`config.mk`:
```
export PLATFORM = sky130hd
export DESIGN_NAME = t_flip_flop_bank_flat
export DESIGN_NICKNAME = d
export VERILOG_FILES = /design/src/rtl/t_flip_flop_bank_if.sv /design/src/rtl/t_flip_flop_bank.sv /design/src/flat_wrapper.sv
export SDC_FILE = /design/constraint.sdc
export NUM_CORES = 1
export LEC_CHECK = 0
export BUFFER_PORTS_ARGS = -buffer_cell sky130_fd_sc_hd__buf_2
export CAP_MARGIN = 20
export CORE_ASPECT_RATIO = 1.1
export CORE_MARGIN = 2
export CORE_UTILIZATION = 35
export CTS_BUF_LIST = sky130_fd_sc_hd__clkbuf_16
export CTS_CLUSTER_DIAMETER = 60
export CTS_CLUSTER_SIZE = 12
export DETAILED_ROUTE_END_ITERATION = 8
export MAX_ROUTING_LAYER = met4
export PLACE_DENSITY = 0.59
export SYNTH_ARGS = -nofsm -noshare
export SYNTH_HDL_FRONTEND = slang
export SYNTH_SLANG_ARGS = --single-unit
```
`constraint.sdc`:
```
create_clock -name clk -period 1.85 [get_ports clk]
set_clock_uncertainty 0.05 [all_clocks]
set_input_delay 0.37 -clock clk [delete_from_list [all_inputs] [get_ports clk]]
set_output_delay 0.37 -clock clk [all_outputs]
set_load 0.05 [all_outputs]
```
`src/rtl/t_flip_flop_bank_if.sv`:
```
// Bundled control, data and status signals of a t_flip_flop_bank instance.
// master drives the pin-side inputs; slave is the bank itself.
interface t_flip_flop_bank_if #(
    parameter int N_CH  = 4,
    parameter int CNT_W = 8
);
    logic                    ena;
    logic [N_CH-1:0]         t_in;
    logic [N_CH-1:0]         aux_in;
    logic [1:0]              mode;
    logic                    load;
    logic [N_CH-1:0]         load_val;
    logic                    clr_cnt;
    logic [N_CH-1:0]         q;
    logic [N_CH-1:0]         qbar;
    logic [N_CH*CNT_W-1:0]   toggle_cnt;

    modport master (
        output ena, t_in, aux_in, mode, load, load_val, clr_cnt,
        input  q, qbar, toggle_cnt
    );

    modport slave (
        input  ena, t_in, aux_in, mode, load, load_val, clr_cnt,
        output q, qbar, toggle_cnt
    );
endinterface

```
`src/rtl/t_flip_flop_bank.sv`:
```
// Multi-channel T/D/JK flip-flop bank with input synchronisers, optional
// edge detection, parallel load and saturating per-channel transition counters.
module t_flip_flop_bank #(
    parameter int N_CH        = 4,
    parameter int SYNC_STAGES = 2,
    parameter int EDGE_MODE   = 1,
    parameter int CNT_W       = 8
) (
    input  logic              clk,
    input  logic              rst_n,
    t_flip_flop_bank_if.slave bus
);
    localparam logic [CNT_W-1:0] CNT_MAX = '1;

    logic [SYNC_STAGES-1:0] r_t_sync [N_CH];
    logic [SYNC_STAGES-1:0] r_a_sync [N_CH];
    logic [CNT_W-1:0]       r_cnt    [N_CH];
    logic [N_CH-1:0]        r_tp;
    logic [N_CH-1:0]        r_ap;
    logic [N_CH-1:0]        r_q;
    logic [N_CH-1:0]        w_ts;
    logic [N_CH-1:0]        w_as;
    logic [N_CH-1:0]        w_tev;
    logic [N_CH-1:0]        w_aev;
    logic [N_CH-1:0]        w_qn;

    genvar gi;
    generate
        for (gi = 0; gi < N_CH; gi++) begin : g_ch
            logic w_qn_ch;

            // Synchronisers and previous-value registers ignore ena so that
            // events arriving while disabled are consumed, not deferred.
            always_ff @(posedge clk or negedge rst_n) begin
                if (!rst_n) begin
                    r_t_sync[gi] <= '0;
                    r_a_sync[gi] <= '0;
                end else begin
                    r_t_sync[gi] <= {r_t_sync[gi][SYNC_STAGES-2:0], bus.t_in[gi]};
                    r_a_sync[gi] <= {r_a_sync[gi][SYNC_STAGES-2:0], bus.aux_in[gi]};
                end
            end

            assign w_ts[gi] = r_t_sync[gi][SYNC_STAGES-1];
            assign w_as[gi] = r_a_sync[gi][SYNC_STAGES-1];

            if (EDGE_MODE != 0) begin : g_edge
                assign w_tev[gi] = w_ts[gi] & ~r_tp[gi];
                assign w_aev[gi] = w_as[gi] & ~r_ap[gi];
            end else begin : g_level
                assign w_tev[gi] = w_ts[gi];
                assign w_aev[gi] = w_as[gi];
            end

            always_comb begin
                w_qn_ch = r_q[gi];
                case (bus.mode)
                    2'b00: w_qn_ch = r_q[gi] ^ w_tev[gi];
                    2'b01: w_qn_ch = w_ts[gi];
                    2'b10: begin
                        case ({w_tev[gi], w_aev[gi]})
                            2'b10:   w_qn_ch = 1'b1;
                            2'b01:   w_qn_ch = 1'b0;
                            2'b11:   w_qn_ch = ~r_q[gi];
                            default: w_qn_ch = r_q[gi];
                        endcase
                    end
                    default: w_qn_ch = r_q[gi];
                endcase
            end

            assign w_qn[gi] = w_qn_ch;

            // clr_cnt overrides everything, including a disabled bank.
            always_ff @(posedge clk or negedge rst_n) begin
                if (!rst_n) begin
                    r_cnt[gi] <= '0;
                end else if (bus.clr_cnt) begin
                    r_cnt[gi] <= '0;
                end else if (bus.ena && !bus.load && (w_qn[gi] != r_q[gi])
                             && (r_cnt[gi] != CNT_MAX)) begin
                    r_cnt[gi] <= r_cnt[gi] + 1'b1;
                end
            end

            assign bus.toggle_cnt[gi*CNT_W +: CNT_W] = r_cnt[gi];
        end
    endgenerate

    always_ff @(posedge clk or negedge rst_n) begin
        if (!rst_n) begin
            r_tp <= '0;
            r_ap <= '0;
        end else begin
            r_tp <= w_ts;
            r_ap <= w_as;
        end
    end

    always_ff @(posedge clk or negedge rst_n) begin
        if (!rst_n) begin
            r_q <= '0;
        end else if (bus.ena) begin
            if (bus.load) begin
                r_q <= bus.load_val;
            end else begin
                r_q <= w_qn;
            end
        end
    end

    assign bus.q    = r_q;
    assign bus.qbar = ~r_q;
endmodule
```
`src/flat_wrapper.sv`:
```
// flat-port wrapper written by rule: the top's interface ports become plain ports
module t_flip_flop_bank_flat 
#(
    parameter int N_CH        = 4,
    parameter int SYNC_STAGES = 2,
    parameter int EDGE_MODE   = 1,
    parameter int CNT_W       = 8
)
  (clk, rst_n, bus_ena, bus_t_in, bus_aux_in, bus_mode, bus_load, bus_load_val, bus_clr_cnt, bus_q, bus_qbar, bus_toggle_cnt);
  t_flip_flop_bank_if #(.N_CH(N_CH), .CNT_W(CNT_W)) bus_i ();
  input  logic clk;
  input  logic rst_n;
  input wire logic [$bits(bus_i.ena)-1:0] bus_ena;
  input wire logic [$bits(bus_i.t_in)-1:0] bus_t_in;
  input wire logic [$bits(bus_i.aux_in)-1:0] bus_aux_in;
  input wire logic [$bits(bus_i.mode)-1:0] bus_mode;
  input wire logic [$bits(bus_i.load)-1:0] bus_load;
  input wire logic [$bits(bus_i.load_val)-1:0] bus_load_val;
  input wire logic [$bits(bus_i.clr_cnt)-1:0] bus_clr_cnt;
  output wire logic [$bits(bus_i.q)-1:0] bus_q;
  output wire logic [$bits(bus_i.qbar)-1:0] bus_qbar;
  output wire logic [$bits(bus_i.toggle_cnt)-1:0] bus_toggle_cnt;
  assign bus_i.ena = bus_ena;
  assign bus_i.t_in = bus_t_in;
  assign bus_i.aux_in = bus_aux_in;
  assign bus_i.mode = bus_mode;
  assign bus_i.load = bus_load;
  assign bus_i.load_val = bus_load_val;
  assign bus_i.clr_cnt = bus_clr_cnt;
  assign bus_q = bus_i.q;
  assign bus_qbar = bus_i.qbar;
  assign bus_toggle_cnt = bus_i.toggle_cnt;
  t_flip_flop_bank #(.N_CH(N_CH), .SYNC_STAGES(SYNC_STAGES), .EDGE_MODE(EDGE_MODE), .CNT_W(CNT_W)) u_core (.clk(clk), .rst_n(rst_n), .bus(bus_i));
endmodule
```
# Word-level counts from Yosys, hierarchy flattened
# Index checks and enable logic that the tools add are counted.
[op_classes]
addsub = 4
n_eq_ne = 22
n_mux = 17
bitwise_logic = 25
reduce_logical = 15
[ops]
columns = ["op", "n"]
rows = [
  ["$mux W8", 8],
  ["$add A8 B1 Y8 const B", 4],
  ["$ne A8 B8 Y1 const B", 4],
  ["$pmux W1 S3", 8],
  ["$eq A2 B2 Y1 const B", 9],
  ["$not A1 Y1", 12],
  ["$eq A2 B1 Y1 const B", 5],
  ["$logic_and A1 B1 Y1", 9],
  ["$and A1 B1 Y1", 8],
  ["$reduce_bool A2 Y1", 4],
  ["$mux W4", 1],
  ["$ne A1 B1 Y1", 4],
  ["$not A4 Y4", 1],
  ["$xor A1 B1 Y1", 4],
  ["$logic_not A2 Y1", 1],
  ["$logic_not A1 Y1", 1],
]
[word_totals]
register_bits = 60
out_inout_bits = 40

# Depth between registers and ports, before layout
# Gate-level depths: netlist (run 1).
[logic_depth]
word_depth = 10
ltp_mapped = 8
ltp_nobuf = 6

# Least setup slack after synthesis (run 1)
# No wires, ideal clock.
[synth_path]
kind = "flip-flop to flip-flop"
start = "register u_core.r_q[0] (netlist: u_core.bus.q[0])"
end = "register u_core.r_cnt (netlist bit u_core.bus.toggle_cnt[7])"
arrival_ps = 2095
required_time_ps = 1722
path_slack_ps = -373
path_stages_with_launch = 7
n_path_buf = 1
path_cell_list = "dfrtp_1 -> inv_1 -> nor4_1 -> nor4_2 -> buf_4 -> a31o_2 -> a21oi_1"
[synth_via]
elab_chain_cells = 7
word_cells_on_any_way = 8
[synth_lines]
columns = ["element", "line", "text"]
rows = [
  ["start, declared", "t_flip_flop_bank.sv:20", "logic [N_CH-1:0] r_q;"],
  ["start signal, assigned", "t_flip_flop_bank.sv:105", "r_q <= bus.load_val;"],
  ["start signal, assigned", "t_flip_flop_bank.sv:107", "r_q <= w_qn;"],
  ["$not A1 Y1", "t_flip_flop_bank.sv:64", "2'b11: w_qn_ch = ~r_q[gi];"],
  ["$pmux W1 S3", "t_flip_flop_bank.sv:61", "case ({w_tev[gi], w_aev[gi]})"],
  ["$pmux W1 S3", "t_flip_flop_bank.sv:57", "case (bus.mode)"],
  ["$ne A1 B1 Y1 (*)", "t_flip_flop_bank.sv:80", "end else if (bus.ena && !bus.load && (w_qn[gi] != r_q[gi])"],
  ["$logic_and A1 B1 Y1 (*)", "t_flip_flop_bank.sv:80", ""],
  ["$logic_and A1 B1 Y1 (*)", "t_flip_flop_bank.sv:81", "&& (r_cnt[gi] != CNT_MAX)) begin"],
  ["$reduce_bool A2 Y1 (no line) (*)", "n/a", ""],
  ["end signal, assigned by index", "t_flip_flop_bank.sv:82", "r_cnt[gi] <= r_cnt[gi] + 1'b1;"],
  ["end, declared", "t_flip_flop_bank.sv:17", "logic [CNT_W-1:0] r_cnt [N_CH];"],
]
# Every way passes the cells marked *; elsewhere a longest branch is shown, timed or not.
# A chain may end at the register's enable or synchronous reset.

# Final worst setup path (run 1)
[layout_path]
start = "register u_core.r_q[3] (netlist: u_core.bus.q[3])"
end = "register u_core.r_cnt (netlist bit u_core.bus.toggle_cnt[28])"
# The elaborated chain is that of the path after synthesis.

==> results.md, run 1 <==
* Drt wl/cell at 13.8 um
* DRC at 0
* Die area at between 0.009 and 0.01 mm^2
* First-iteration detailed-routing DRC count at 114
* Pwr Density at 842 mW/mm^2
* Depth of the CTS H-tree at 3
* Final Cell Area at roughly 0.0043 mm^2
* Pre-CTS WS at -0.274 ns
* Post-synthesis sequential area ratio at 50.1%
* CTS tree: done
* Area after DPL at just under 0.004 mm^2
* Vias per inst at between 5 and 6
* Outcome: finished with violations
* Period utilisation layout at 99.0%
* Syn_area_per_cell at 10.4 um^2
* Total grt overflow at 0
* Worst-skew pair later-pin latency at 0.33 ns
* Clk root buf: clkbuf_16
* HPWL Detailed at 4960 um
* Main area contributors after synthesis: dfrtp_1 50%, nor2_1 3.3%, a21oi_1 2.5%, nor2b_1 2.5%, inv_1 2.4%
* Number of flops mapped to enable cells by yosys at 0
* WS Path Type: reg2reg
* Synth Register Bits at 60
* Cts bufs inserted at 9
* Maximum number of pins on one net before global-route repair at 61
* DR pass1 iterations at 4
* Crit path max fanout at 3
* Starting density of the core at 35.8%
* Layout cells sized above 1 at approximately 45%
* Slew Viols, Final at 0
* Peak VDD IR at roughly 0.52 mV
* Max_slew headroom at 71.3%
* Initial antenna violation count at 0
* Core Region at 0.00836 mm^2
* Crit path launch type: register
* WP data arrival at 2.00 ns
* Commonest cells post-synth: 60 x dfrtp_1, 26 x nor2_1, 19 x inv_1
* DRT Wirelength at approximately 7000 um
* Critical Path End Type: register
* Max-cap violations at 0
* Library cells used by synthesis at 56
* Netlist Area Pre-Place at 0.00299 mm^2
* Tot GR Track Use at 16.5%
* Hold crit path type: in2async
* Nets at 416
* Fmax at 0.546 GHz
* Largest area contributor in the netlist: dfrtp_1
* Top-area cell type share of the netlist area at 50.1%
* RSZ-0062 raised after global routing: yes
* Post-Route Setup TNS at 0 ns
* Row cnt at 35
* Reg clk slew, reported paths at 0.06 ns
* I/O pin cnt at 59
* Via Count at 2,586
* Final WS setup at 0.0177 ns
* Final ANT Viol Nets at 0
* Mapped Nets at 311
* Most numerous cell in the Yosys netlist: dfrtp_1
* N_diodes at 0
* Critical Path RT at about 2.0 ns
* Ys async rst share at 100%
* IO buf count at a little under 60
* Leakage at between 0.0015 and 0.002 uW
* Synthesis Warnings at 0
* Failing checks: hold timing
* Die Wd at 92.2 um
* Slew @ Worst Pin at 0.420 ns
* Fin crit period at 1.83 ns
* P&R area growth vs syn at 42.5%
* Final Hold Fails at 11
* Synth Flop Type: dfrtp_1
* Vias in the first global route at 2,529
* Die Height at 101 um
* Placer Congestion at 0.791
* Hold slack final at -0.0140 ns
* Clk sink count at 60
* Post-synthesis cell count at approximately 290
* CTS Buffer Depth at 2
* Setup violations, final at 0
* First-pass GRT wire length at 11,900 um
* Placed cell count at 491
* Cts-stage hold buffer count at 0
* Finished Layout Cells at 509
layout make-up:
type	count	area (um^2)
clock buffers	9	225
clock inverters	7	67.6
multi-input cells	196	1540
repair buffers	107	693
fillers	791	4100
flip-flops and latches	60	1520
inverters	19	78.8
well taps	111	139
worst max-delay path, stage by stage (launching register included):
cell,delay [ns]
dfrtp_2,0.41
or3b_1,0.35
a21o_1,0.19
a31oi_4,0.22
nor2b_4,0.17
mux2_2,0.33
flip-flops by register name, indices dropped and copies added, names as in the netlist:
| name | count |
|---|---|
| u_core.r_tp | 4 |
| u_core.r_a_sync | 8 |
| u_core.r_ap | 4 |
| u_core.bus.toggle_cnt | 32 |
| u_core.bus.q | 4 |
| u_core.r_t_sync | 8 |
per-stage QoR:
stage	utilization (%)	total power, uW
detailed placement	46.5	1980
global placement	46.5	1980
global route	51.0	3740
finish	51.0	3590
floorplan	-	1770
CTS	50.2	3630
path summary, 6_finish.rpt:
path                                    startpoint                         to  slack [ns]  cells after the start
worst min-delay path                         rst_n  u_core.bus.toggle_cnt[12]       -0.01                      2
min in group clk                     bus_aux_in[0]         u_core.r_a_sync[6]        0.10                      1
worst max register to register     u_core.bus.q[3]  u_core.bus.toggle_cnt[28]        0.02                      5
worst max-delay path               u_core.bus.q[3]  u_core.bus.toggle_cnt[28]        0.02                      5
worst min register to register  u_core.r_t_sync[2]         u_core.r_t_sync[3]        0.30                      0
max in group asynchronous                    rst_n            u_core.bus.q[2]        1.46                      2
cell usage in the layout, fill, tap and decap left out, drive strengths merged, types with 5 or more instances in the layout:
cell type,synthesis,routed
a31oi,5,5
xnor2,7,7
dfrtp,60,60
a31o,7,7
nor3b,8,8
nor2b,12,12
a21oi,15,15
buf,8,106
nand2,11,11
nor2,26,26
nand3,10,10
clkbuf,5,10
nor4,6,6
inv,19,17
a211oi,6,6
nand4,9,9
mux2,7,7
o21ai,5,5
nand2b,7,7
kinds of logic after synthesis:
family | Yosys count | synth area share, %
and+or+nand+nor | 116 | 23.2
DFF | 60 | 50.1
buffers and inverters | 32 | 4.89
adders and majority gates | 4 | 1.67
xor gates and xnor gates | 7 | 2.05
AOI/OAI and AO/OA | 58 | 14.1
muxes | 11 | 3.97
routing by layer:
layer	part of all wire [%]	vias to the layer above	track usage, %	wire length, um
met2	47	65	24.7	3270
li1	-	1262	-	-
met5	0	-	-	0
met3	4.3	9	3.07	302
met1	47	1250	21.6	3300
met4	1.8	0	8.15	123
timing repair:
action | in CTS | in global routing
endpoints found under the hold margin | 0 | 0
buffers inserted | 1 | 1
setup endpoints to repair | 6 | 20
gates resized for setup | 2 | 12
pin swaps | 2 | 2
power breakdown:
group | leakage, uW | switching, uW | total, uW | internal [uW]
clock | 0.000139 | 591 | 1620 | 1030
combinational | 0.00102 | 338 | 545 | 207
sequential | 0.000746 | 52.9 | 1420 | 1370
total | 0.00191 | 982 | 3590 | 2610
Note: power is estimated with default switching activity, not from simulation.
==> run 2, diff against run 1 <==
--- a/config.mk
+++ b/config.mk
@@ -16,6 +16,7 @@
 export DETAILED_ROUTE_END_ITERATION = 8
 export MAX_ROUTING_LAYER = met4
 export PLACE_DENSITY = 0.59
+export REMOVE_ABC_BUFFERS = 1
 export SYNTH_ARGS = -nofsm -noshare
 export SYNTH_HDL_FRONTEND = slang
 export SYNTH_SLANG_ARGS = --single-unit
==> results.md, run 2 (synthesized netlist as in run 1, its figures left out) <==
* Final Cell Area at 0.00415 mm^2 (-2.7%)
* Die area at 0.00931 mm^2 (unchanged)
* Tot GR Track Use at 15.9% (-0.58 points)
* Fmax at 0.558 GHz (+2.3%)
* Final ANT Viol Nets at 0 (unchanged)
* Critical Path RT at 2.00 ns (about the same)
* Pwr Density at 851 mW/mm^2 (+1.1%)
* Failing checks: hold timing
* Critical Path End Type: register
* Cell Chain, Critical Path: nor3b_2 > o32ai_2 > nor3_4 > nor3b_1 > mux2_1
* Commonest non-fill, non-tap cell in the layout: dfrtp_1
* R2r worst-path depth at 5 (unchanged)
* Hold slack final at -0.00414 ns (+0.00989 ns)
* DRC at 0 (unchanged)
* WP data arrival at 1.94 ns (-0.06 ns)
* Final Hold Fails at 12 (+1)
* Clk root buf: clkbuf_16
* HPWL Detailed at 4680 um (-5.8%)
* Die Wd at 92.2 um (unchanged)
* CP peak stage delay at 0.39 ns (-0.02 ns)
* First-iteration detailed-routing DRC count at 116 (+1.8%)
* Placer Congestion at 0.811 (+2.4%)
* Depth of the CTS H-tree at 3 (unchanged)
* Layout cells sized above 1 at 38.2% (-6.8 points)
* Crit path launch type: register
* N_diodes at 0 (unchanged)
* Placed cell count at 486 (-1.0%)
* Fin crit period at 1.79 ns (-0.0409 ns)
* First-pass GRT wire length at 11,200 um (-5.3%)
* Max_slew headroom at 75.1% (+3.8 points)
* Period utilisation layout at 96.8% (-2.2 points)
* Area after DPL at 0.00369 mm^2 (-5.2%)
* Initial antenna violation count at 0 (unchanged)
* Post-Route Setup TNS at 0 ns (unchanged)
* Setup violations, final at 0 (unchanged)
* Final WS setup at 0.0586 ns (+0.0409 ns)
* Core Region at 0.00836 mm^2 (unchanged)
* Cts bufs inserted at 9 (unchanged)
* CTS Buffer Depth at 2 (unchanged)
* CP max-delay cell: dfrtp_1
* Drt wl/cell at 13.5 um (-2.1%)
* Vias per inst at 5.00 (-1.6%)
* Via Count at 2,544 (-1.6%)
* Max reg flops at 32 (unchanged)
* Peak VDD IR at 0.588 mV (+13%)
* Outcome: finished with violations
* Crit path max fanout at 4 (+1)
* Vias in the first global route at 2,401 (-5.1%)
* Reg clk slew, reported paths at 0.05 ns (about the same)
* RSZ-0062 raised after global routing: no
* Nets at 416 (unchanged)
* Total grt overflow at 0 (unchanged)
* I/O pin cnt at 59 (unchanged)
* P&R area growth vs syn at 38.7%
* Max-cap violations at 0 (unchanged)
* Die Height at 101 um (unchanged)
* Maximum number of pins on one net before global-route repair at 61 (unchanged)
* Slew @ Worst Pin at 0.364 ns (-0.0560 ns)
* IO buf count at 58 (unchanged)
* Leakage at 0.00196 uW (+2.6%)
* Clk sink count at 60 (unchanged)
* Worst-skew pair later-pin latency at 0.32 ns (about the same)
* Slew Viols, Final at 0 (unchanged)
* Most frequent cells in the layout: 60 x dfrtp_1, 57 x buf_2, 46 x buf_4
* Starting density of the core at 35.8% (unchanged)
* Finished Layout Cells at 509 (unchanged)
* CTS tree: done
* Pre-CTS WS at -0.276 ns (-0.00222 ns)
* DR pass1 iterations at 4 (unchanged)
* Row cnt at 35 (unchanged)
* DRT Wirelength at 6850 um (-2.1%)
* Hold crit path type: in2async
* WS Path Type: reg2reg
==> run 2: cell count changes in the layout (fill, tap and decap cells not counted), sizes merged <==
cell,before,now
clkinv,4,3
inv,17,21
clkinvlp,4,1
==> run 2: path summary, 6_finish.rpt <==
| check | startpoint | end | slack, ns |
|---|---|---|---|
| max | u_core.r_tp[2] | u_core.bus.toggle_cnt[21] | 0.06 |
| min | rst_n | u_core.r_t_sync[2] | -0.004 |
| max reg2reg | u_core.r_tp[2] | u_core.bus.toggle_cnt[21] | 0.06 |
| min reg2reg | u_core.r_t_sync[4] | u_core.r_t_sync[5] | 0.30 |
| max in group asynchronous | rst_n | u_core.bus.toggle_cnt[30] | 1.48 |
| min in group clk | bus_aux_in[0] | u_core.r_a_sync[6] | 0.10 |
==> run 2: routing by layer <==
metal / global-route usage (%) / vias up / part of all wire (%)
met5: - / - / 0
met4: 9.07 / 0 / 2.7
met3: 3.66 / 12 / 4.2
met2: 24.7 / 55 / 48
met1: 19.2 / 1217 / 45
li1: - / 1260 / -
==> run 2: through the flow <==
stage	total power [uW]	util, %	hold WS, ns
6_report	3530	49.6	-0.00414
5_1_grt	3690	49.6	0.0378
4_1_cts	3560	47.9	0.00664
3_5_place_dp	1940	44.1	0.286
3_3_place_gp	1940	44.1	0.282
2_1_floorplan	1700	-	0.0244
==> run 2: critical path: cells and delay by family, from the launching register on <==
family / cells / cell delay, ns
AOI/OAI and AO/OA: 1 / 0.15
DFF: 1 / 0.39
and+or+nand+nor: 3 / 0.73
muxes: 1 / 0.34
==> run 2: area by class of cell <==
cell class / count / area [um^2]
well taps: 111 / 139
multi-input cells: 196 / 1470
fillers: 784 / 4210
clock inverters: 7 / 60.1
clock buffers: 9 / 225
flip-flops and latches: 60 / 1500
inverters: 19 / 71.3
repair buffers: 107 / 689
==> run 2: power breakdown <==
part           switching, uW  internal [uW]
sequential              33.9           1360
clock                    553           1020
combinational            351            208
total                    939           2590
==> run 2: what timing repair did <==
item | in CTS | in global routing
hold buffers | 0 | 0
pin swaps | 1 | 3
setup buffers | 1 | 6
endpoints found under the setup margin | 7 | 18
gates resized for setup | 5 | 20
==> run 3, diff against run 2 <==
--- a/config.mk
+++ b/config.mk
@@ -11,11 +11,10 @@
 export CORE_MARGIN = 2
 export CORE_UTILIZATION = 35
 export CTS_BUF_LIST = sky130_fd_sc_hd__clkbuf_16
-export CTS_CLUSTER_DIAMETER = 60
 export CTS_CLUSTER_SIZE = 12
 export DETAILED_ROUTE_END_ITERATION = 8
 export MAX_ROUTING_LAYER = met4
-export PLACE_DENSITY = 0.59
+export PLACE_DENSITY = 0.57
 export REMOVE_ABC_BUFFERS = 1
 export SYNTH_ARGS = -nofsm -noshare
 export SYNTH_HDL_FRONTEND = slang
==> constraint.sdc (replaced) <==
create_clock -name clk -period 2.2 [get_ports clk]
set_clock_uncertainty 0.05 [all_clocks]
set_input_delay 0.44 -clock clk [delete_from_list [all_inputs] [get_ports clk]]
set_output_delay 0.44 -clock clk [all_outputs]
set_load 0.05 [all_outputs]
==> results.md, run 3 (synthesized netlist as in run 1, its figures left out) <==
* DR pass1 iterations at 4 (unchanged)
* CP max-delay cell: dfrtp_1
* Post-Route Setup TNS at 0 ns (unchanged)
* First-pass GRT wire length at 11,100 um (-1.2%)
* Slew Viols, Final at 0 (unchanged)
* IO buf count at 58 (unchanged)
* Period utilisation layout at 91.3% (-5.5 points)
* Worst R2R Setup Slack at 0.19 ns (+0.13 ns)
* DRT Wirelength at 6480 um (-5.5%)
* Placed cell count at 459 (-5.6%)
* Critical Path End Type: register
* HPWL Detailed at 4520 um (-3.4%)
* Worst-skew pair later-pin latency at 0.32 ns (about the same)
* Final ANT Viol Nets at 0 (unchanged)
* Max_slew headroom at 56.4% (-19 points)
* Nets at 382 (-8.2%)
* Most frequent cells in the layout: 60 x dfrtp_1, 58 x buf_2, 26 x nor2_1
* WS Path Type: reg2reg
* First-iteration detailed-routing DRC count at 79 (-32%)
* WP data arrival at 2.16 ns (+0.22 ns)
* Finished Layout Cells at 474 (-6.9%)
* P&R area growth vs syn at 25.4%
* Total power draw at 2910 uW (-18%)
* DRC at 0 (unchanged)
* Resized cells post-CTS at 0 (-5)
* Setup violations, final at 0 (unchanged)
* Commonest non-fill, non-tap cell in the layout: dfrtp_1
* Crit path max fanout at 8 (+4)
* Reg clk slew, reported paths at 0.05 ns (about the same)
* Depth of the CTS H-tree at 3 (unchanged)
* Layout cells sized above 1 at 28.1% (-10 points)
* Die Wd at 92.2 um (unchanged)
* Slew @ Worst Pin at 0.654 ns (+0.290 ns)
* Vias in the first global route at 2,363 (-1.6%)
* Row cnt at 35 (unchanged)
* Fmax at 0.498 GHz (-11%)
* Crit path launch type: register
* Clk root buf: clkbuf_16
* Final Hold Fails at 0 (-12)
* Outcome: completed
* Maximum number of pins on one net before global-route repair at 61 (unchanged)
* Cell Chain, Critical Path: ha_1 > and2_1 > and3_1 > nor4_2 > buf_4 > nand4_1 > mux2_1
* Placer Congestion at 0.804 (-0.83%)
* Max-cap violations at 0 (unchanged)
* N_diodes at 0 (unchanged)
* Cts-stage hold buffer count at 0 (unchanged)
* Crit-path leading delay family: simple AND/OR/NAND/NOR gates
* I/O pin cnt at 59 (unchanged)
* Peak VDD IR at 0.509 mV (-13%)
* Core Region at 0.00836 mm^2 (unchanged)
* Via Count at 2,404 (-5.5%)
* Starting density of the core at 35.8% (unchanged)
* Clk sink count at 60 (unchanged)
* Tot GR Track Use at 15.8% (-0.094 points)
* Die Height at 101 um (unchanged)
* CP peak stage delay at 0.42 ns (+0.03 ns)
* Worst path bufs/invs at 1 (+1)
* Initial antenna violation count at 0 (unchanged)
* Critical Path RT at 2.35 ns (+0.35 ns)
* Total grt overflow at 0 (unchanged)
* Pwr Density at 774 mW/mm^2 (-9.0%)
* Die area at 0.00931 mm^2 (unchanged)
* Post-CTS Setup Inserts at 0 (-1)
* Cts bufs inserted at 9 (unchanged)
* Leakage at 0.00174 uW (-11%)
* CTS tree: done
* CTS Buffer Depth at 2 (unchanged)
* Max reg flops at 32 (unchanged)
* Drt wl/cell at 13.7 um (+1.5%)
* Hold crit path type: in2async
* RSZ-0062 raised after global routing: no
* Vias per inst at 5.07 (+1.5%)
* Fin crit period at 2.01 ns (+0.217 ns)
==> run 3: path summary, 6_finish.rpt <==
check	start	endpoint	depth (start not counted)
max in group asynchronous	rst_n	u_core.bus.toggle_cnt[18]	2
worst min-delay path	rst_n	u_core.r_t_sync[3]	2
worst max-delay path	u_core.bus.toggle_cnt[0]	u_core.bus.toggle_cnt[5]	7
min in group clk	bus_aux_in[2]	u_core.r_a_sync[2]	1
worst min register to register	u_core.r_t_sync[0]	u_core.r_t_sync[1]	0
worst max register to register	u_core.bus.toggle_cnt[0]	u_core.bus.toggle_cnt[5]	7
==> run 3: per-layer routing <==
layer / global-route usage [%] / part of all wire, %
met1: 19.9 / 49
met2: 24.9 / 46
met3: 3.07 / 3.7
met4: 7.12 / 1.7
met5: - / 0
==> run 3: layout make-up <==
type / count / area [um^2]
inverter: 19 / 71.3
tap: 111 / 139
multi-input combinational: 196 / 1350
timing repair buffer: 73 / 415
clock inverter: 6 / 56.3
sequential: 60 / 1500
fill: 832 / 4610
clock buffer: 9 / 225
==> run 3: through the flow <==
stage | setup slack (ns) | instance area [um^2] | util (%) | hold slack (ns)
2_1_floorplan | -0.436 | 2920 | - | 0.0944
5_1_grt | 0.0313 | 3750 | 44.9 | 0.109
4_1_cts | 0.182 | 3750 | 44.9 | 0.0877
3_3_place_gp | 0.0582 | 3470 | 41.5 | 0.282
6_report | 0.192 | 3750 | 44.9 | 0.0538
3_5_place_dp | 0.00438 | 3470 | 41.5 | 0.285
==> run 3: worst register-to-register path, cell delays in order (launching register included) <==
cell and delay [ns]:
dfrtp_1 0.42, ha_1 0.24, and2_1 0.21, and3_1 0.21, nor4_2 0.13, buf_4 0.19
nand4_1 0.11, mux2_1 0.32
==> run 3: power breakdown <==
part	switching, uW	internal (uW)	total [uW]
logic	264	125	389
registers	41.5	1150	1190
clock network	473	858	1330
